<file path="src/rtl/io_port_controller_pkg.sv">
// Shared defaults for the Mini-SRC buffered I/O port (the io_defs constants).
// Also holds the FIFO occupancy-counter sizing helper.
package io_port_controller_pkg;

   localparam int DEF_DATA_WIDTH = 32;
   localparam int DEF_DEPTH      = 4;

   // An occupancy counter must hold 0..DEPTH inclusive.
   function automatic int count_width(input int depth);
      return $clog2(depth) + 1;
   endfunction

endpackage

</file>
<file path="src/rtl/io_port_controller_if.sv">
// Processor in/out-port strobes and host valid/ready streams of the I/O port.
// The slave modport is the controller view; master is the processor+host view.
interface io_port_controller_if
   import io_port_controller_pkg::*;
#(
   parameter int DATA_WIDTH = DEF_DATA_WIDTH
);
   logic                  in_outport_write;
   logic [DATA_WIDTH-1:0] in_outport_data;
   logic                  in_inport_read;
   logic [DATA_WIDTH-1:0] out_inport_data;
   logic [DATA_WIDTH-1:0] out_outport;
   logic                  out_in_empty;
   logic                  out_out_full;
   logic                  out_overflow;
   logic                  out_underflow;
   logic                  in_clear_flags;
   logic                  host_tx_valid;
   logic                  host_tx_ready;
   logic [DATA_WIDTH-1:0] host_tx_data;
   logic                  host_rx_valid;
   logic                  host_rx_ready;
   logic [DATA_WIDTH-1:0] host_rx_data;

   modport slave (
      input  in_outport_write, in_outport_data, in_inport_read, in_clear_flags,
      input  host_tx_ready, host_rx_valid, host_rx_data,
      output out_inport_data, out_outport, out_in_empty, out_out_full,
      output out_overflow, out_underflow, host_tx_valid, host_tx_data, host_rx_ready
   );

   modport master (
      output in_outport_write, in_outport_data, in_inport_read, in_clear_flags,
      output host_tx_ready, host_rx_valid, host_rx_data,
      input  out_inport_data, out_outport, out_in_empty, out_out_full,
      input  out_overflow, out_underflow, host_tx_valid, host_tx_data, host_rx_ready
   );

endinterface

</file>
<file path="src/rtl/io_port_controller_sync_fifo.sv">
// Show-ahead synchronous FIFO; rdata is the head word, forced to 0 while empty.
// Push while full is honoured only when a pop happens in the same cycle.
module sync_fifo
   import io_port_controller_pkg::*;
#(
   parameter int WIDTH = DEF_DATA_WIDTH,
   parameter int DEPTH = DEF_DEPTH
) (
   input  logic                          clk,
   input  logic                          reset,
   input  logic                          push,
   input  logic                          pop,
   input  logic [WIDTH-1:0]              wdata,
   output logic [WIDTH-1:0]              rdata,
   output logic                          empty,
   output logic                          full,
   output logic [count_width(DEPTH)-1:0] count
);
   localparam int AW = $clog2(DEPTH);
   localparam int CW = count_width(DEPTH);
   localparam logic [CW-1:0] FULL_CNT = CW'(DEPTH);

   logic [WIDTH-1:0] mem [DEPTH];
   logic [AW-1:0]    wptr;
   logic [AW-1:0]    rptr;
   logic             do_push;
   logic             do_pop;

   assign empty   = (count == '0);
   assign full    = (count == FULL_CNT);
   assign do_pop  = pop && !empty;
   assign do_push = push && (!full || do_pop);
   assign rdata   = empty ? '0 : mem[rptr];

   // Pointers wrap naturally because DEPTH is a power of two.
   always_ff @(posedge clk or negedge reset) begin
      if (!reset) begin
         wptr  <= '0;
         rptr  <= '0;
         count <= '0;
      end else begin
         if (do_push) wptr <= wptr + 1'b1;
         if (do_pop)  rptr <= rptr + 1'b1;
         case ({do_push, do_pop})
            2'b10:   count <= count + 1'b1;
            2'b01:   count <= count - 1'b1;
            default: count <= count;
         endcase
      end
   end

   always_ff @(posedge clk) begin
      if (do_push) mem[wptr] <= wdata;
   end

endmodule

</file>
<file path="src/rtl/io_port_controller.sv">
// Buffered Mini-SRC I/O port: out-FIFO toward the host, in-FIFO toward the processor,
// a display mirror of the last out-port write, and sticky overflow/underflow flags.
module io_port_controller
   import io_port_controller_pkg::*;
#(
   parameter int DATA_WIDTH = DEF_DATA_WIDTH,
   parameter int DEPTH      = DEF_DEPTH
) (
   input  logic                  clk,
   input  logic                  reset,
   io_port_controller_if.slave   bus
);
   localparam int CW = count_width(DEPTH);
   localparam logic [CW-1:0] FULL_CNT = CW'(DEPTH);

   logic          out_empty;
   logic          out_full;
   logic [CW-1:0] out_count;
   logic          in_empty;
   logic          in_full;
   logic [CW-1:0] in_count;
   logic          tx_pop;
   logic          out_push;
   logic          write_drop;
   logic          rx_push;
   logic          in_pop;
   logic          read_empty;
   logic          unused_status;

   // Handshakes only depend on registered FIFO state, never on strobes.
   assign bus.host_tx_valid = !out_empty;
   assign bus.host_rx_ready = (in_count != FULL_CNT);
   assign bus.out_in_empty  = in_empty;
   assign bus.out_out_full  = out_full;

   assign tx_pop     = bus.host_tx_valid && bus.host_tx_ready;
   assign out_push   = bus.in_outport_write && (!out_full || tx_pop);
   assign write_drop = bus.in_outport_write && out_full && !tx_pop;
   assign rx_push    = bus.host_rx_valid && bus.host_rx_ready;
   assign in_pop     = bus.in_inport_read && !in_empty;
   assign read_empty = bus.in_inport_read && in_empty;

   assign unused_status = &{1'b0, in_full, out_count};

   sync_fifo #(.WIDTH(DATA_WIDTH), .DEPTH(DEPTH)) u_out_fifo (
      .clk   (clk),
      .reset (reset),
      .push  (out_push),
      .pop   (tx_pop),
      .wdata (bus.in_outport_data),
      .rdata (bus.host_tx_data),
      .empty (out_empty),
      .full  (out_full),
      .count (out_count)
   );

   sync_fifo #(.WIDTH(DATA_WIDTH), .DEPTH(DEPTH)) u_in_fifo (
      .clk   (clk),
      .reset (reset),
      .push  (rx_push),
      .pop   (in_pop),
      .wdata (bus.host_rx_data),
      .rdata (bus.out_inport_data),
      .empty (in_empty),
      .full  (in_full),
      .count (in_count)
   );

   // The mirror follows every write, including ones the FIFO drops.
   always_ff @(posedge clk or negedge reset) begin
      if (!reset) begin
         bus.out_outport <= '0;
      end else if (bus.in_outport_write) begin
         bus.out_outport <= bus.in_outport_data;
      end
   end

   // Clear wins over a set arriving in the same cycle.
   always_ff @(posedge clk or negedge reset) begin
      if (!reset) begin
         bus.out_overflow  <= 1'b0;
         bus.out_underflow <= 1'b0;
      end else if (bus.in_clear_flags) begin
         bus.out_overflow  <= 1'b0;
         bus.out_underflow <= 1'b0;
      end else begin
         bus.out_overflow  <= bus.out_overflow  | write_drop;
         bus.out_underflow <= bus.out_underflow | read_empty;
      end
   end

endmodule

</file>
<file path="src/flat_wrapper.sv">
// flat-port wrapper written by rule: the top's interface ports become plain ports
module io_port_controller_flat import io_port_controller_pkg::*;
#(
   parameter int DATA_WIDTH = DEF_DATA_WIDTH,
   parameter int DEPTH      = DEF_DEPTH
)
  (clk, reset, bus_in_outport_write, bus_in_outport_data, bus_in_inport_read, bus_in_clear_flags, bus_host_tx_ready, bus_host_rx_valid, bus_host_rx_data, bus_out_inport_data, bus_out_outport, bus_out_in_empty, bus_out_out_full, bus_out_overflow, bus_out_underflow, bus_host_tx_valid, bus_host_tx_data, bus_host_rx_ready);
  io_port_controller_if #(.DATA_WIDTH(DATA_WIDTH)) bus_i ();
  input  logic clk;
  input  logic reset;
  input wire logic [$bits(bus_i.in_outport_write)-1:0] bus_in_outport_write;
  input wire logic [$bits(bus_i.in_outport_data)-1:0] bus_in_outport_data;
  input wire logic [$bits(bus_i.in_inport_read)-1:0] bus_in_inport_read;
  input wire logic [$bits(bus_i.in_clear_flags)-1:0] bus_in_clear_flags;
  input wire logic [$bits(bus_i.host_tx_ready)-1:0] bus_host_tx_ready;
  input wire logic [$bits(bus_i.host_rx_valid)-1:0] bus_host_rx_valid;
  input wire logic [$bits(bus_i.host_rx_data)-1:0] bus_host_rx_data;
  output wire logic [$bits(bus_i.out_inport_data)-1:0] bus_out_inport_data;
  output wire logic [$bits(bus_i.out_outport)-1:0] bus_out_outport;
  output wire logic [$bits(bus_i.out_in_empty)-1:0] bus_out_in_empty;
  output wire logic [$bits(bus_i.out_out_full)-1:0] bus_out_out_full;
  output wire logic [$bits(bus_i.out_overflow)-1:0] bus_out_overflow;
  output wire logic [$bits(bus_i.out_underflow)-1:0] bus_out_underflow;
  output wire logic [$bits(bus_i.host_tx_valid)-1:0] bus_host_tx_valid;
  output wire logic [$bits(bus_i.host_tx_data)-1:0] bus_host_tx_data;
  output wire logic [$bits(bus_i.host_rx_ready)-1:0] bus_host_rx_ready;
  assign bus_i.in_outport_write = bus_in_outport_write;
  assign bus_i.in_outport_data = bus_in_outport_data;
  assign bus_i.in_inport_read = bus_in_inport_read;
  assign bus_i.in_clear_flags = bus_in_clear_flags;
  assign bus_i.host_tx_ready = bus_host_tx_ready;
  assign bus_i.host_rx_valid = bus_host_rx_valid;
  assign bus_i.host_rx_data = bus_host_rx_data;
  assign bus_out_inport_data = bus_i.out_inport_data;
  assign bus_out_outport = bus_i.out_outport;
  assign bus_out_in_empty = bus_i.out_in_empty;
  assign bus_out_out_full = bus_i.out_out_full;
  assign bus_out_overflow = bus_i.out_overflow;
  assign bus_out_underflow = bus_i.out_underflow;
  assign bus_host_tx_valid = bus_i.host_tx_valid;
  assign bus_host_tx_data = bus_i.host_tx_data;
  assign bus_host_rx_ready = bus_i.host_rx_ready;
  io_port_controller #(.DATA_WIDTH(DATA_WIDTH), .DEPTH(DEPTH)) u_core (.clk(clk), .reset(reset), .bus(bus_i));
endmodule
</file>
<file path="config.mk">
export PLATFORM = sky130hd
export DESIGN_NAME = io_port_controller_flat
export DESIGN_NICKNAME = d
export VERILOG_FILES = /design/src/rtl/io_port_controller_pkg.sv /design/src/rtl/io_port_controller_if.sv /design/src/rtl/io_port_controller_sync_fifo.sv /design/src/rtl/io_port_controller.sv /design/src/flat_wrapper.sv
export SDC_FILE = /design/constraint.sdc
export NUM_CORES = 1
export LEC_CHECK = 0
export CORE_MARGIN = 5
export CORE_UTILIZATION = 58
export CTS_CLUSTER_DIAMETER = 120
export DETAILED_ROUTE_END_ITERATION = 7
export PLACE_DENSITY_LB_ADDON = 0.25
export SKIP_CTS_REPAIR_TIMING = 1
export SYNTH_ARGS = -nofsm -noshare
export SYNTH_HDL_FRONTEND = slang
export SYNTH_SLANG_ARGS = --single-unit
export TNS_END_PERCENT = 5
</file>
<file path="constraint.sdc">
create_clock -name clk -period 6.33 [get_ports clk]
set_input_delay 0.9495 -clock clk [delete_from_list [all_inputs] [get_ports clk]]
set_output_delay 0.9495 -clock clk [all_outputs]
set_load 0.02 [all_outputs]
</file>
==> summary.txt, run 1 <==
=================================================================================
Run status                                                           finished clean
Beginning of the worst hold path                                     u_core.u_out_fifo.count[2]$_DFFE_PN0P_
Depth of the most critical reg-to-reg path                                      8
Crit path arrival time                                                    3.01 ns
Crit path launch type                                                        flop
Clock tree from TritonCTS                                                    done
Number of antenna violations at the first check in global routing               0
Total clock buffers created by CTS                                             29
Net switching component of the power                                     2.184 mW
Most instantiated library cell after synthesis                           edfxtp_1
Routed len/inst                                                          21.50 um
Peak VDD IR                                                           0.0003542 V
Hold Crit Class                                                        reg -> reg
Fraction of synthesis flops using an asynchronous set or reset pin         15.79%
Final Hold Violating Endpoints                                                  0
Initial core utilization                                                   58.65%
Pwr Density                                                          485.9 nW/um^2
P_leak                                                                   5.043 nW
Setup TNS Final                                                              0 ns
Clock transition at the registers of the reported paths                   0.06 ns
Combinational share of power                                                37.0%
Total DRC errors in the routed layout                                           0
Count of vias placed by the detailed router                                 5,637
Worst Tran Pin Value                                                     1.128 ns
Slew margin rel.                                                           24.77%
Sequential power share                                                      39.4%
Number of clock sinks                                                         304
Top routing layer used                                                       met4
Count of TritonRoute iterations in the first routing pass                       4
Proportion of layout cells with a drive suffix above 1                     20.63%
Instance area after placement                                        13,720 sq um
Max H-tree Level                                                                1
Fraction of post-synthesis cell area in the top cell type by area          65.20%
Post-Route M1 WL                                                          8649 um
Vias per Instance                                                           5.468
Antenna-violating nets left                                                     0
First-iteration detailed-routing DRC count                                    268
Congestion Overflow GR                                                          0
Number of global-route vias before repair                                   6,396
Met3 routed wirelength                                                    1487 um
Number of synthesized flops with an enable pin                                256
Maximum clock frequency                                                 252.8 MHz
Top post-synthesis cells by area                                     edfxtp_1, mux4_2, dfrtp_1, mux2_2, and2_1
Internal reg-to-reg setup slack                                           3.52 ns
Clk_skew                                                              0.008744 ns
Average cell area after synthesis                                     21.13 sq um
Total of flip-flops plus latches after synthesis                              304
Leading cell types by count after synthesis                          edfxtp_1, mux4_2, dfrtp_1
Number of distinct library cells after synthesis                               31
Data required time of the worst path                                      5.38 ns
Cell count after synthesis                                                    558
Reg-to-Reg Start                                                     u_core.u_out_fifo.count[0]$_DFFE_PN0P_
Post-route design area                                               14,660 sq um
Antenna diode count                                                             0
RSZ-0062 raised after global routing                                           no
Area of the mapped netlist                                           11,790 sq um
Total I/O pin count                                                           173
Number of cells on the worst hold path                                          1
Final Max Tran Viols                                                            0
Total internal power                                                     4.939 mW
Final critical delay including setup and external delays                 3.956 ns
Clock share of power                                                        23.6%
Die outline height                                                       152.6 um
Post-synth net total                                                          641
WL met2                                                                 11,550 um
Maximum fanout along the worst path                                            34
Core Rows                                                                      52
Worst Hold End                                                       u_core.u_out_fifo.count[2]$_DFFE_PN0P_
WL final                                                                22,170 um
Half-perimeter wire length after placement                              13,510 um
Type of the worst setup path                                           reg -> out
CTS Root Buffer Type                                                    clkbuf_16
Synth-to-Final Area Change                                                 24.33%
Max Cap Violations                                                              0
Count of endpoints failing setup in the final report                            0
Area of the die                                                      23,280 sq um
Floorplan core area                                                  20,100 sq um
Prevailing post-synth register cell                                      edfxtp_1
IO buf count                                                                  172
Fraction of the cycle the final worst path needs                           62.50%
Switch share                                                               30.66%
Reg2Reg Capture Point                                                u_core.u_out_fifo.count[2]$_DFFE_PN0P_
Dominant cell type by area after synthesis                               edfxtp_1
Seq/Total Area, Yosys                                                      75.38%
Filler instances                                                            1,154
Layout Nets                                                                   822
Yosys warnings                                                                  0
Later-pin clock latency in the skew report                                0.53 ns
Chip width                                                               152.6 um
Maximum root-to-sink buffer count                                               3
First-pass GRT wire length                                              35,470 um
Routability congestion estimate from global placement                      0.7139
Combined global-route utilization of all metal layers                      19.26%
Maximum number of pins on one net before global-route repair                   49
Category of the worst setup path capture point                        output port
=================================================================================
## layout by cell type, fill, tap and decap left out, types with 4 or more instances in the layout
master,n
ha_1,10
buf_4,5
clkdlybuf4s50_1,170
and3_2,4
clkbuf_8,7
nor2_1,5
and2_2,4
xnor2_1,5
dfrtp_1,46
nor2b_1,33
and2_1,33
mux4_2,64
xor2_1,7
clkbuf_16,29
clkbuf_1,14
mux2_2,32
inv_1,13
edfxtp_1,256
## registers in the layout, summed over array words and instances, names as in the netlist, 3 cells and up
register,cells
u_core.u_in_fifo.count,3
u_core.u_in_fifo.mem,128
u_core.u_out_fifo.count,3
u_core.u_out_fifo.mem,128
u_core.bus.out_outport,32
## critical path, cell delays in order, from the launching register on
cell and delay (ns):
dfrtp_2 1.11, mux4_2 0.64, and2_1 0.18, clkdlybuf4s50_1 0.53
## metrics by stage
| step | cells | power, mW | hold WS (ns) | worst slack (ns) | utilization [%] |
|---|---|---|---|---|---|
| final | 1031 | 7.124 | 0.4923 | 2.374 | 72.92 |
| after global routing | 1031 | 7.475 | 0.5161 | 2.123 | 72.92 |
| after detailed placement | 978 | 5.522 | 0.4830 | 2.836 | 68.25 |
| after CTS | 1031 | 7.222 | 0.4945 | 2.262 | 72.92 |
| after global placement | 978 | 5.445 | 0.4606 | 2.820 | 68.25 |
| after floorplan | 558 | 4.438 | 0.4469 | 3.657 | - |
## area by class of cell
type,count,area [sq um],share of cell area [%]
sequential,304,8891,60.65
multi-input combinational,214,2695,18.38
timing repair buffer,177,1749,11.93
clock buffer,50,874.6,5.966
tap,270,337.8,2.304
clock inverter,3,63.81,0.4353
inverter,13,48.80,0.3328
## cells by family (layout without fill, tap and decap cells)
logic type / after synthesis / count (layout) / share of synthesized area, %
buffers and inverters: 40 / 243 / 1.857
adder cells (fa/ha/maj): 12 / 12 / 1.401
AND/OR/NAND/NOR: 87 / 87 / 4.648
multiplexers: 99 / 99 / 15.59
XOR/XNOR: 12 / 12 / 0.8913
flip-flops: 304 / 304 / 75.38
AO/OA/AOI/OAI: 4 / 4 / 0.2334
## layer usage
metal  vias up  GRT usage [%]
met1      2883          24.35
met5         -              0
met4         0          4.582
li1       2538              -
met3        34          4.658
met2       182          34.06
## power groups by stage
stage	Clock [mW]	Combinational, mW	Sequential, mW
finish	1.68	2.64	2.81
global route	1.80	2.82	2.86
CTS	1.71	2.69	2.82
detailed placement	0	2.67	2.85
global placement	0	2.62	2.82
floorplan	0	1.68	2.75
## how the worst max path moves through the flow
stage                                                from                               endpoint  slack, ns
floorplan                            bus_in_outport_write  u_core.u_out_fifo.mem[0][0]$_DFFE_PP_       3.66
finish              u_core.u_out_fifo.rptr[0]$_DFFE_PN0P_                   bus_host_tx_data[14]       2.37
global route        u_core.u_out_fifo.rptr[0]$_DFFE_PN0P_                    bus_host_tx_data[2]       2.12
global placement    u_core.u_out_fifo.rptr[0]$_DFFE_PN0P_                   bus_host_tx_data[14]       2.82
CTS                 u_core.u_out_fifo.rptr[0]$_DFFE_PN0P_                    bus_host_tx_data[2]       2.26
detailed placement  u_core.u_out_fifo.rptr[0]$_DFFE_PN0P_                   bus_host_tx_data[14]       2.84
Note: power is estimated with default switching activity, not from simulation.
==> run 2: changes to the inputs <==
- CORE_UTILIZATION: 58 -> 54
- clock period: 6.33 -> 3.67 ns (I/O delays scaled with it)
==> run 2 against run 1 <==
Net effect:
- the flow now finishes with violations (negative hold slack)
- first-iteration DRC count is 12% lower
- total power is 74% higher
- core utilization is 4.7 points lower
- hold slack worse by 0.51 ns
- via count is 1.6% higher
- routed wire length is 0.81% lower
- clock-buffer cell count is 10 lower
- critical endpoint is now bus_out_inport_data[31]
==> summary.txt, run 2 (synthesis gave the netlist of run 1 again) <==
================================================================================
Run status                                                          finished, violations left
Failing checks                                                      negative hold slack
Data required time of the worst path                                     3.12 ns
Worst hold slack across all endpoints                                -0.01644 ns
Category of the worst setup path capture point                       output port
Crit path arrival time                                                   2.75 ns
Count of vias placed by the detailed router                                5,726
Crit path launch type                                                       flop
Max H-tree Level                                                               1
Maximum clock frequency                                                302.8 MHz
Worst setup timing slack at the placement stage                        0.8745 ns
Final Hold Violating Endpoints                                                19
Antenna diode count                                                            0
Kind of cell with the highest combined delay on the critical path   buffers and inverters
Clock tree from TritonCTS                                                   done
First-pass GRT wire length                                             34,240 um
Buffer and inverter count on the worst path                                    2
Hold Crit Class                                                      in -> async
Core Rows                                                                     54
Depth of the most critical reg-to-reg path                                     9
Min setup slack post-route                                             0.3670 ns
P_leak                                                                  5.114 nW
First-iteration detailed-routing DRC count                                   237
Routed len/inst                                                         20.90 um
Maximum root-to-sink buffer count                                              3
Most common cell after layout, fill and taps aside                      edfxtp_1
Number of clock sinks                                                        304
Filler instances                                                           1,381
Layout Nets                                                                  833
Instance area after placement                                       13,840 sq um
CTS Root Buffer Type                                                   clkbuf_16
Series of cell instances along the critical path                    buf_4 > mux4_2 > nor2b_1 > clkdlybuf4s50_1
Fraction of the cycle the final worst path needs                          90.00%
Routability congestion estimate from global placement                     0.6941
Congestion Overflow GR                                                         0
RSZ-0062 raised after global routing                                          no
Critical-path cell with the highest stage delay                          dfrtp_2
Count of TritonRoute iterations in the first routing pass                      4
Worst stage delay on the critical path                                   0.66 ns
Setup TNS Final                                                             0 ns
Initial core utilization                                                  54.37%
Final Max Tran Viols                                                           0
Area of the die                                                     24,890 sq um
Antenna-violating nets left                                                    0
Total clock buffers created by CTS                                            30
Combined global-route utilization of all metal layers                     17.85%
Count of endpoints failing setup in the final report                           0
Highest-count cells in the layout ignoring fill and taps            edfxtp_1, clkdlybuf4s50_1, mux4_2
Maximum fanout along the worst path                                           15
WL final                                                               21,990 um
Die outline height                                                      157.8 um
Half-perimeter wire length after placement                             14,060 um
Clk_skew                                                             0.007347 ns
Later-pin clock latency in the skew report                               0.53 ns
Vias per Instance                                                          5.443
Number of antenna violations at the first check in global routing              1
Critical Path Stages                                                           4
Floorplan core area                                                 21,690 sq um
Number of global-route vias before repair                                  6,257
Chip width                                                              157.8 um
Worst Tran Pin Value                                                   0.9244 ns
Max Cap Violations                                                             0
Proportion of layout cells with a drive suffix above 1                    21.24%
Peak VDD IR                                                          0.0007777 V
Slew margin rel.                                                          38.37%
Maximum number of pins on one net before global-route repair                  36
Synth-to-Final Area Change                                                25.50%
Clock transition at the registers of the reported paths                  0.06 ns
Pwr Density                                                         837.8 nW/um^2
Final critical delay including setup and external delays                3.303 ns
Type of the worst setup path                                          reg -> out
IO buf count                                                                 172
Top Registers                                                       u_core.u_in_fifo.mem x128, u_core.u_out_fifo.mem x128, u_core.bus.out_outport x32
Post-route design area                                              14,800 sq um
Tot Pwr                                                                 12.40 mW
Total DRC errors in the routed layout                                          0
Total I/O pin count                                                          173
================================================================================
## run 2: path summary, 6_finish.rpt
kind / to / slack (ns) / start
setup / recovery: bus_out_inport_data[31] / 0.37 / u_core.u_in_fifo.rptr[0]$_DFFE_PN0P_
hold / removal: u_core.bus.out_outport[22]$_DFFE_PN0P_ / -0.02 / reset
setup reg to reg: u_core.u_in_fifo.count[2]$_DFFE_PN0P_ / 1.13 / u_core.u_in_fifo.count[1]$_DFFE_PN0P_
hold reg to reg: u_core.u_out_fifo.count[2]$_DFFE_PN0P_ / 0.49 / u_core.u_out_fifo.count[2]$_DFFE_PN0P_
max in group asynchronous: u_core.u_in_fifo.rptr[0]$_DFFE_PN0P_ / 2.85 / reset
min in group clk: u_core.u_out_fifo.count[2]$_DFFE_PN0P_ / 0.49 / u_core.u_out_fifo.count[2]$_DFFE_PN0P_
## run 2: per-stage QoR
| step | instances | util, % |
|---|---|---|
| final | 1052 | 68.23 |
| after global placement | 998 | 63.82 |
| after floorplan | 558 | - |
| after detailed placement | 998 | 63.82 |
| after global routing | 1052 | 68.23 |
| after CTS | 1052 | 68.23 |
## run 2: layout make-up
| type | instances | area [sq um] | share of cell area [%] |
|---|---|---|---|
| clock buffer | 40 | 819.5 | 5.538 |
| timing repair buffer | 187 | 1862 | 12.58 |
| inverter | 13 | 48.80 | 0.3298 |
| multi-input combinational | 214 | 2690 | 18.18 |
| sequential | 304 | 8891 | 60.08 |
| clock inverter | 14 | 136.4 | 0.9216 |
| tap | 280 | 350.3 | 2.367 |
## run 2: report_power, final
part | total (mW) | switching [mW] | internal, mW
clock | 2.94 | 1.18 | 1.76
sequential | 4.79 | 0.286 | 4.50
combinational | 4.67 | 2.33 | 2.34
total | 12.4 | 3.79 | 8.61
## run 2: layer usage
layer / track usage (%) / share of wire, % / vias up
met4: 3.974 / 1.6 / 2
met1: 22.38 / 39 / 2944
met5: 0 / 0.050 / -
met2: 31.80 / 52 / 178
li1: - / - / 2566
met3: 4.347 / 7.5 / 36
